`config.mk`:
```
export PLATFORM = sky130hd
export DESIGN_NAME = mac_seq_ctrl
export DESIGN_NICKNAME = d
export VERILOG_FILES = /design/src/rtl/mac_seq_ctrl_pkg.sv /design/src/rtl/mac_sat_sel.sv /design/src/rtl/mac_seq_ctrl.sv
export SDC_FILE = /design/constraint.sdc
export NUM_CORES = 1
export LEC_CHECK = 0
export ABC_AREA = 1
export ABC_CLOCK_PERIOD_IN_PS = 3000
export CAP_MARGIN = 20
export CORE_ASPECT_RATIO = 1.25
export CORE_MARGIN = 10
export CORE_UTILIZATION = 45
export CTS_CLUSTER_DIAMETER = 50
export DETAILED_ROUTE_END_ITERATION = 10
export DONT_BUFFER_PORTS = 1
export REMOVE_ABC_BUFFERS = 1
export SLEW_MARGIN = 20
export SYNTH_ARGS = -nofsm -noshare
export SYNTH_HDL_FRONTEND = slang
export SYNTH_SLANG_ARGS = --single-unit
```
`constraint.sdc`:
```
create_clock -name clk -period 3 [get_ports clk]
set_input_delay 0.6 -clock clk [delete_from_list [all_inputs] [get_ports clk]]
set_output_delay 0.6 -clock clk [all_outputs]
set_load 0.02 [all_outputs]
```
`src/rtl/mac_seq_ctrl_pkg.sv`:
```
// Shared definitions for the neuron MAC output controller.
// Holds the enable levels, the default datapath width and the FSM state codes.
package mac_seq_ctrl_pkg;

  localparam logic ENABLE  = 1'b1;
  localparam logic DISABLE = 1'b0;

  localparam int DEFAULT_DATA_WIDTH = 16;

  // The state codes are kept as plain constants so that older blocks can
  // share the same encoding.
  localparam logic [1:0] MAC_IDLE  = 2'd0;
  localparam logic [1:0] MAC_ACCUM = 2'd1;
  localparam logic [1:0] MAC_DONE  = 2'd2;

endpackage

```
`src/rtl/mac_sat_sel.sv`:
```
// Next-result selector for the MAC output stage.
// On the first overflow it picks the saturation bound for the overflow direction.
// Once the result has saturated, it keeps that value for the rest of the evaluation.
// This block is combinational, so the accumulator can reuse it.
module mac_sat_sel
  import mac_seq_ctrl_pkg::*;
#(
  parameter int DATA_WIDTH = DEFAULT_DATA_WIDTH
) (
  input  logic [DATA_WIDTH-1:0] i_ac_out,
  input  logic                  i_ac_ovf,
  input  logic                  i_ac_ovf_neg,
  input  logic                  i_mac_sat,
  input  logic [DATA_WIDTH-1:0] i_mac_out,
  output logic [DATA_WIDTH-1:0] o_mac_out_nxt,
  output logic                  o_mac_sat_nxt
);

  localparam logic [DATA_WIDTH-1:0] SAT_MAX = {1'b0, {(DATA_WIDTH-1){1'b1}}};
  localparam logic [DATA_WIDTH-1:0] SAT_MIN = {1'b1, {(DATA_WIDTH-1){1'b0}}};

  // A saturated result is frozen; otherwise an overflow clamps, else pass through.
  always_comb begin
    o_mac_out_nxt = i_mac_out;
    o_mac_sat_nxt = i_mac_sat;
    if (i_mac_sat == DISABLE) begin
      if (i_ac_ovf == ENABLE) begin
        o_mac_out_nxt = i_ac_ovf_neg ? SAT_MIN : SAT_MAX;
        o_mac_sat_nxt = ENABLE;
      end else begin
        o_mac_out_nxt = i_ac_out;
      end
    end
  end

endmodule

```
`src/rtl/mac_seq_ctrl.sv`:
```
// Neuron MAC output controller.
// Counts accumulator-ready beats for a selectable number of taps.
// It tracks the running (possibly saturated) accumulator value.
// The final result goes to the activation stage under a ready/ack handshake.
module mac_seq_ctrl
  import mac_seq_ctrl_pkg::*;
#(
  parameter int  DATA_WIDTH = DEFAULT_DATA_WIDTH,
  parameter int  MAX_TAPS   = 8,
  localparam int CNT_W      = $clog2(MAX_TAPS + 1)
) (
  input  logic                  clk,
  input  logic                  reset,
  input  logic                  start,
  input  logic [CNT_W-1:0]      tap_num,
  input  logic                  ac_rdy,
  input  logic [DATA_WIDTH-1:0] ac_out,
  input  logic                  ac_ovf,
  input  logic                  ac_ovf_neg,
  input  logic                  mac_ack,
  output logic [DATA_WIDTH-1:0] mac_out,
  output logic                  mac_rdy,
  output logic                  mac_sat,
  output logic                  busy,
  output logic [CNT_W-1:0]      tap_cnt
);

  localparam logic [CNT_W-1:0] TAP_MAX = CNT_W'(MAX_TAPS);
  localparam logic [CNT_W-1:0] TAP_ONE = CNT_W'(1);

  logic [1:0]            r_state;
  logic [CNT_W-1:0]      r_tap_lim;
  logic [CNT_W-1:0]      r_tap_cnt;
  logic [DATA_WIDTH-1:0] r_mac_out;
  logic                  r_mac_rdy;
  logic                  r_mac_sat;
  logic                  r_busy;

  logic                  w_start_acc;
  logic [CNT_W-1:0]      w_tap_lim;
  logic                  w_beat;
  logic                  w_last;
  logic [DATA_WIDTH-1:0] w_mac_out_nxt;
  logic                  w_mac_sat_nxt;

  // A start is taken when idle, or in DONE together with the consumer's ack.
  // The ack/start pairing gives back-to-back evaluations.
  assign w_start_acc = start && ((r_state == MAC_IDLE) ||
                                 ((r_state == MAC_DONE) && mac_ack));
  assign w_tap_lim   = (tap_num > TAP_MAX) ? TAP_MAX : tap_num;
  assign w_beat      = (r_state == MAC_ACCUM) && ac_rdy;
  assign w_last      = w_beat && (r_tap_cnt == (r_tap_lim - TAP_ONE));

  mac_sat_sel #(
    .DATA_WIDTH(DATA_WIDTH)
  ) u_sat_sel (
    .i_ac_out     (ac_out),
    .i_ac_ovf     (ac_ovf),
    .i_ac_ovf_neg (ac_ovf_neg),
    .i_mac_sat    (r_mac_sat),
    .i_mac_out    (r_mac_out),
    .o_mac_out_nxt(w_mac_out_nxt),
    .o_mac_sat_nxt(w_mac_sat_nxt)
  );

  // Control FSM: sequences IDLE -> ACCUM -> DONE and drives the busy/ready flags.
  always_ff @(posedge clk or posedge reset) begin
    if (reset) begin
      r_state   <= MAC_IDLE;
      r_tap_lim <= '0;
      r_busy    <= DISABLE;
      r_mac_rdy <= DISABLE;
    end else begin
      case (r_state)
        MAC_IDLE, MAC_DONE: begin
          if (w_start_acc) begin
            r_tap_lim <= w_tap_lim;
            if (w_tap_lim == '0) begin
              r_state   <= MAC_DONE;
              r_busy    <= DISABLE;
              r_mac_rdy <= ENABLE;
            end else begin
              r_state   <= MAC_ACCUM;
              r_busy    <= ENABLE;
              r_mac_rdy <= DISABLE;
            end
          end else if ((r_state == MAC_DONE) && mac_ack) begin
            r_state   <= MAC_IDLE;
            r_mac_rdy <= DISABLE;
          end
        end
        MAC_ACCUM: begin
          if (w_last) begin
            r_state   <= MAC_DONE;
            r_busy    <= DISABLE;
            r_mac_rdy <= ENABLE;
          end
        end
        default: begin
          r_state   <= MAC_IDLE;
          r_busy    <= DISABLE;
          r_mac_rdy <= DISABLE;
        end
      endcase
    end
  end

  // Beat counter: cleared on an accepted start, counts accepted beats, never passes the limit.
  always_ff @(posedge clk or posedge reset) begin
    if (reset) begin
      r_tap_cnt <= '0;
    end else if (w_start_acc) begin
      r_tap_cnt <= '0;
    end else if (w_beat && (r_tap_cnt != r_tap_lim)) begin
      r_tap_cnt <= r_tap_cnt + TAP_ONE;
    end
  end

  // Result datapath: cleared on start, updated on each beat through the saturation selector.
  always_ff @(posedge clk or posedge reset) begin
    if (reset) begin
      r_mac_out <= '0;
      r_mac_sat <= DISABLE;
    end else if (w_start_acc) begin
      r_mac_out <= '0;
      r_mac_sat <= DISABLE;
    end else if (w_beat) begin
      r_mac_out <= w_mac_out_nxt;
      r_mac_sat <= w_mac_sat_nxt;
    end
  end

  assign mac_out = r_mac_out;
  assign mac_rdy = r_mac_rdy;
  assign mac_sat = r_mac_sat;
  assign busy    = r_busy;
  assign tap_cnt = r_tap_cnt;

endmodule
```
==> key figures <==
Synth
  • Distinct cells, synth: 26
  • Cell Area, Synth: 1610 µm²
  • YS warnings: 0
  • Synth Register Bits: 28
  • Post-synthesis cell count: 208
  • Mean post-synth cell area: 7.73 µm²
  • Sequential share of the synthesized area: 43.6%
  • Top area cells in the synthesized netlist: dfrtp_1 44%, nand2_1 16%, inv_1 7.5%
  • Cell taking the most area after synthesis: dfrtp_1
  • Share of the synthesized area in the top cell type: 43.6%

Power
  • Leakage: 0.000924 µW
  • Worst VDD drop: ~470 µV
  • PD cells: 953 nW/µm²

Setup path
  • WP buf/inv: 1
  • CP Launch Type: flip-flop
  • Crit. path cell count: 6
  • CP Launch Point: r_state[1]$_DFFE_PP0P_
  • Setup crit end kind: flip-flop
  • RR Endpoint: tap_cnt[3]$_DFFE_PP0P_
  • Reg2reg setup slack: approximately 1.2 ns
  • Cells along the critical path: nand2_1, nand3_2, inv_1, nor2_1, nand2_1, o21ai_1
  • Max stage delay on crit path: slightly above 0.5 ns
  • Critical path's top delay family: simple AND/OR/NAND/NOR gates
  • Critical path arrival: ~2.0 ns
  • Crit path capture: tap_cnt[3]$_DFFE_PP0P_
  • Crit Path Max Fanout: 23
  • Cell count of the worst reg-to-reg path: 6
  • CP max-delay cell: dfrtp_1
  • Worst Path Required: 3.16 ns
  • Most used cell, CP: nand2_1
  • Crit Path Class: reg2reg
  • Worst R2R Start: r_state[1]$_DFFE_PP0P_

Cells and area
  • Antenna Diode Count: 0
  • Fin nets: around 240
  • Fin cells: about 250
  • Share of cells above drive strength 1: 12.1%
  • Synth-to-layout area growth: 3.27%
  • Area of the multi-input gates: 701 µm²
  • Final core utilization: 48.1%
  • Fillcell total: 351
  • Sequential Area: 701 µm²

Min path
  • HP Class: in2async

Clocking
  • Post-CTS Hold Buffers: 0
  • H-Tree Depth: 1
  • CTS tree: yes
  • CTS clock-pin slew for the worst setup and hold paths: 0.10 ns
  • Root Buffer: clkbuf_8
  • Clock sinks: 28
  • CTS buffer count: 3
  • Setup repair bufs after CTS: 0
  • Clk_lat worst skew: around 0.27 ns
  • Clk buf depth: 2
  • CTS resizes: 0

Timing
  • Worst-Margin Slew: a little under 0.6 ns
  • Tmin final: between 1.5 and 2 ns
  • Final hold vios: 0
  • Slew Viols, Final: 0
  • Final Skew: 0.00337 ns
  • Final Worst Setup Slack: roughly 1.2 ns
  • Slew margin rel.: about three fifths
  • Final setup viols: 0
  • Setup TNS: 0 ns
  • Fmax achieved: 546 MHz
  • Unrepaired setup endpoints after global routing: no
  • Fin crit share: 61.0%

Detailed routing
  • Initial DRT Pass Iterations: 5
  • Routed Antenna Nets: 0
  • Vias per std cell: 5.13
  • Met2 WL: 1830 µm
  • Via Count: 1261
  • Initial DRC count: 66
  • Routed WL per cell: about 15 µm
  • Met3 wire len: between 300 and 400 µm
  • Final wirelength: between 3000 and 4000 µm
  • DRC Markers: 0
  • Wl on met1: between 1000 and 1500 µm
  • Top sig layer: met4

Global route
  • All-Layer GR Usage: 11.7%
  • Initial antenna violation count: 0
  • Global route overflow: 0
  • Largest net degree at the start of global routing: 29
  • Vias in the first global route: 1298
  • First-pass GRT wire length: 6150 µm

Placed design
  • Placed instance count: 242
  • Routability cong.: 0.819
  • Port Buf Inserts: 0
  • Post-DP HPWL: 2880 µm
  • Place WS: 1.08 ns

Floorplan
  • Starting Density: 46.6%
  • Die area: 6380 µm²
  • Chip Width: 73.5 µm
  • Die H: ~87 µm
  • Core area: 3450 µm²
  • Row cnt: 24
  • IO Count: 50

Status
  • Run status: complete, no violations

Flow run
  • Maxcap violations: 0
[layout by cell type, fill, tap and decap left out]
master    synthesis  layout
o22ai_1           3       3
dfrtp_1          28      28
xnor2_1           2       2
nand3_2          11      11
nand2_4           1       1
nor2_8            1       1
nand2_2           1       1
inv_2             4       4
inv_1            32      32
clkinv_1          1       1
nor2_1            8       8
nor2_4            1       1
xor2_1            1       1
buf_4             1       1
ha_1              2       2
clkbuf_8          0       4
o21ai_1           4       4
nand3_1          11      11
a21oi_1           2       2
nand2_1          68      68
inv_6             1       1
o21ai_0          19      19
nand4_1           1       1
[worst min-delay path by stage]
stage | startpoint | to | slack (ns)
floorplan | r_state[0]$_DFFE_PP0P_ | r_state[1]$_DFFE_PP0P_ | 0.46
global placement | r_state[0]$_DFFE_PP0P_ | r_state[1]$_DFFE_PP0P_ | 0.47
detailed placement | r_state[0]$_DFFE_PP0P_ | r_state[1]$_DFFE_PP0P_ | 0.48
CTS | reset | tap_cnt[0]$_DFFE_PP0P_ | 0.28
global route | reset | tap_cnt[0]$_DFFE_PP0P_ | 0.28
finish | reset | tap_cnt[0]$_DFFE_PP0P_ | 0.27
[worst reg2reg max path: stages, from the launching register on]
cell and delay, ns:
dfrtp_1 0.51, nand2_1 0.15, nand3_2 0.45, inv_1 0.40, nor2_1 0.09, nand2_1 0.07, o21ai_1 0.06
[layout make-up]
class / instances / area share [%]
timing repair buffer: 1 / 0.452
clock buffer: 4 / 3.32
inverter: 38 / 8.89
sequential: 28 / 42.2
tap: 39 / 2.94
multi-input combinational: 136 / 42.2
[per-stage QoR]
| step | cell area (µm²) | hold slack (ns) | total power [µW] |
|---|---|---|---|
| 2_1_floorplan | 1550 | 0.456 | 1220 |
| 3_3_place_gp | 1610 | 0.466 | 1350 |
| 3_5_place_dp | 1610 | 0.484 | 1370 |
| 4_1_cts | 1660 | 0.284 | 1610 |
| 5_1_grt | 1660 | 0.280 | 1740 |
| 6_report | 1660 | 0.267 | 1580 |
[report_power, final]
group | switching (µW) | leakage, µW | internal (µW)
registers | 256 | 0.000366 | 506
clock network | 116 | 0.0000288 | 117
logic | 379 | 0.000529 | 207
[registers in the layout (all words and copies together), names as in the netlist]
name       cells
busy           1
mac_out       16
mac_sat        1
r_state        2
r_tap_lim      4
tap_cnt        4
[layer usage]
layer	track usage [%]	vias to the layer above
met3	4.46	2
met4	2.55	0
met1	13.5	584
met5	0	-
li1	-	639
met2	20.0	36
[logic make-up (layout without fill, tap and decap cells)]
family / after synthesis / in the layout / share of synthesized area [%]
and+or+nand+nor: 103 / 103 / 31.4
buffers and inverters: 44 / 43 / 12.8
AOI/OAI and AO/OA: 28 / 28 / 8.95
DFF: 28 / 28 / 43.6
xor gates and xnor gates: 3 / 3 / 1.63
adders and majority gates: 2 / 2 / 1.56
[synth_stat cells, drive strengths merged]
master,n
xor2,1
ha,2
dfrtp,28
nand4,1
inv,37
nor2,10
buf,5
a21oi,2
o22ai,3
o21ai,23
xnor2,2
clkinv,1
nand2,70
nand3,22
clkbuf,1
Note: power is estimated with default switching activity, not from simulation.
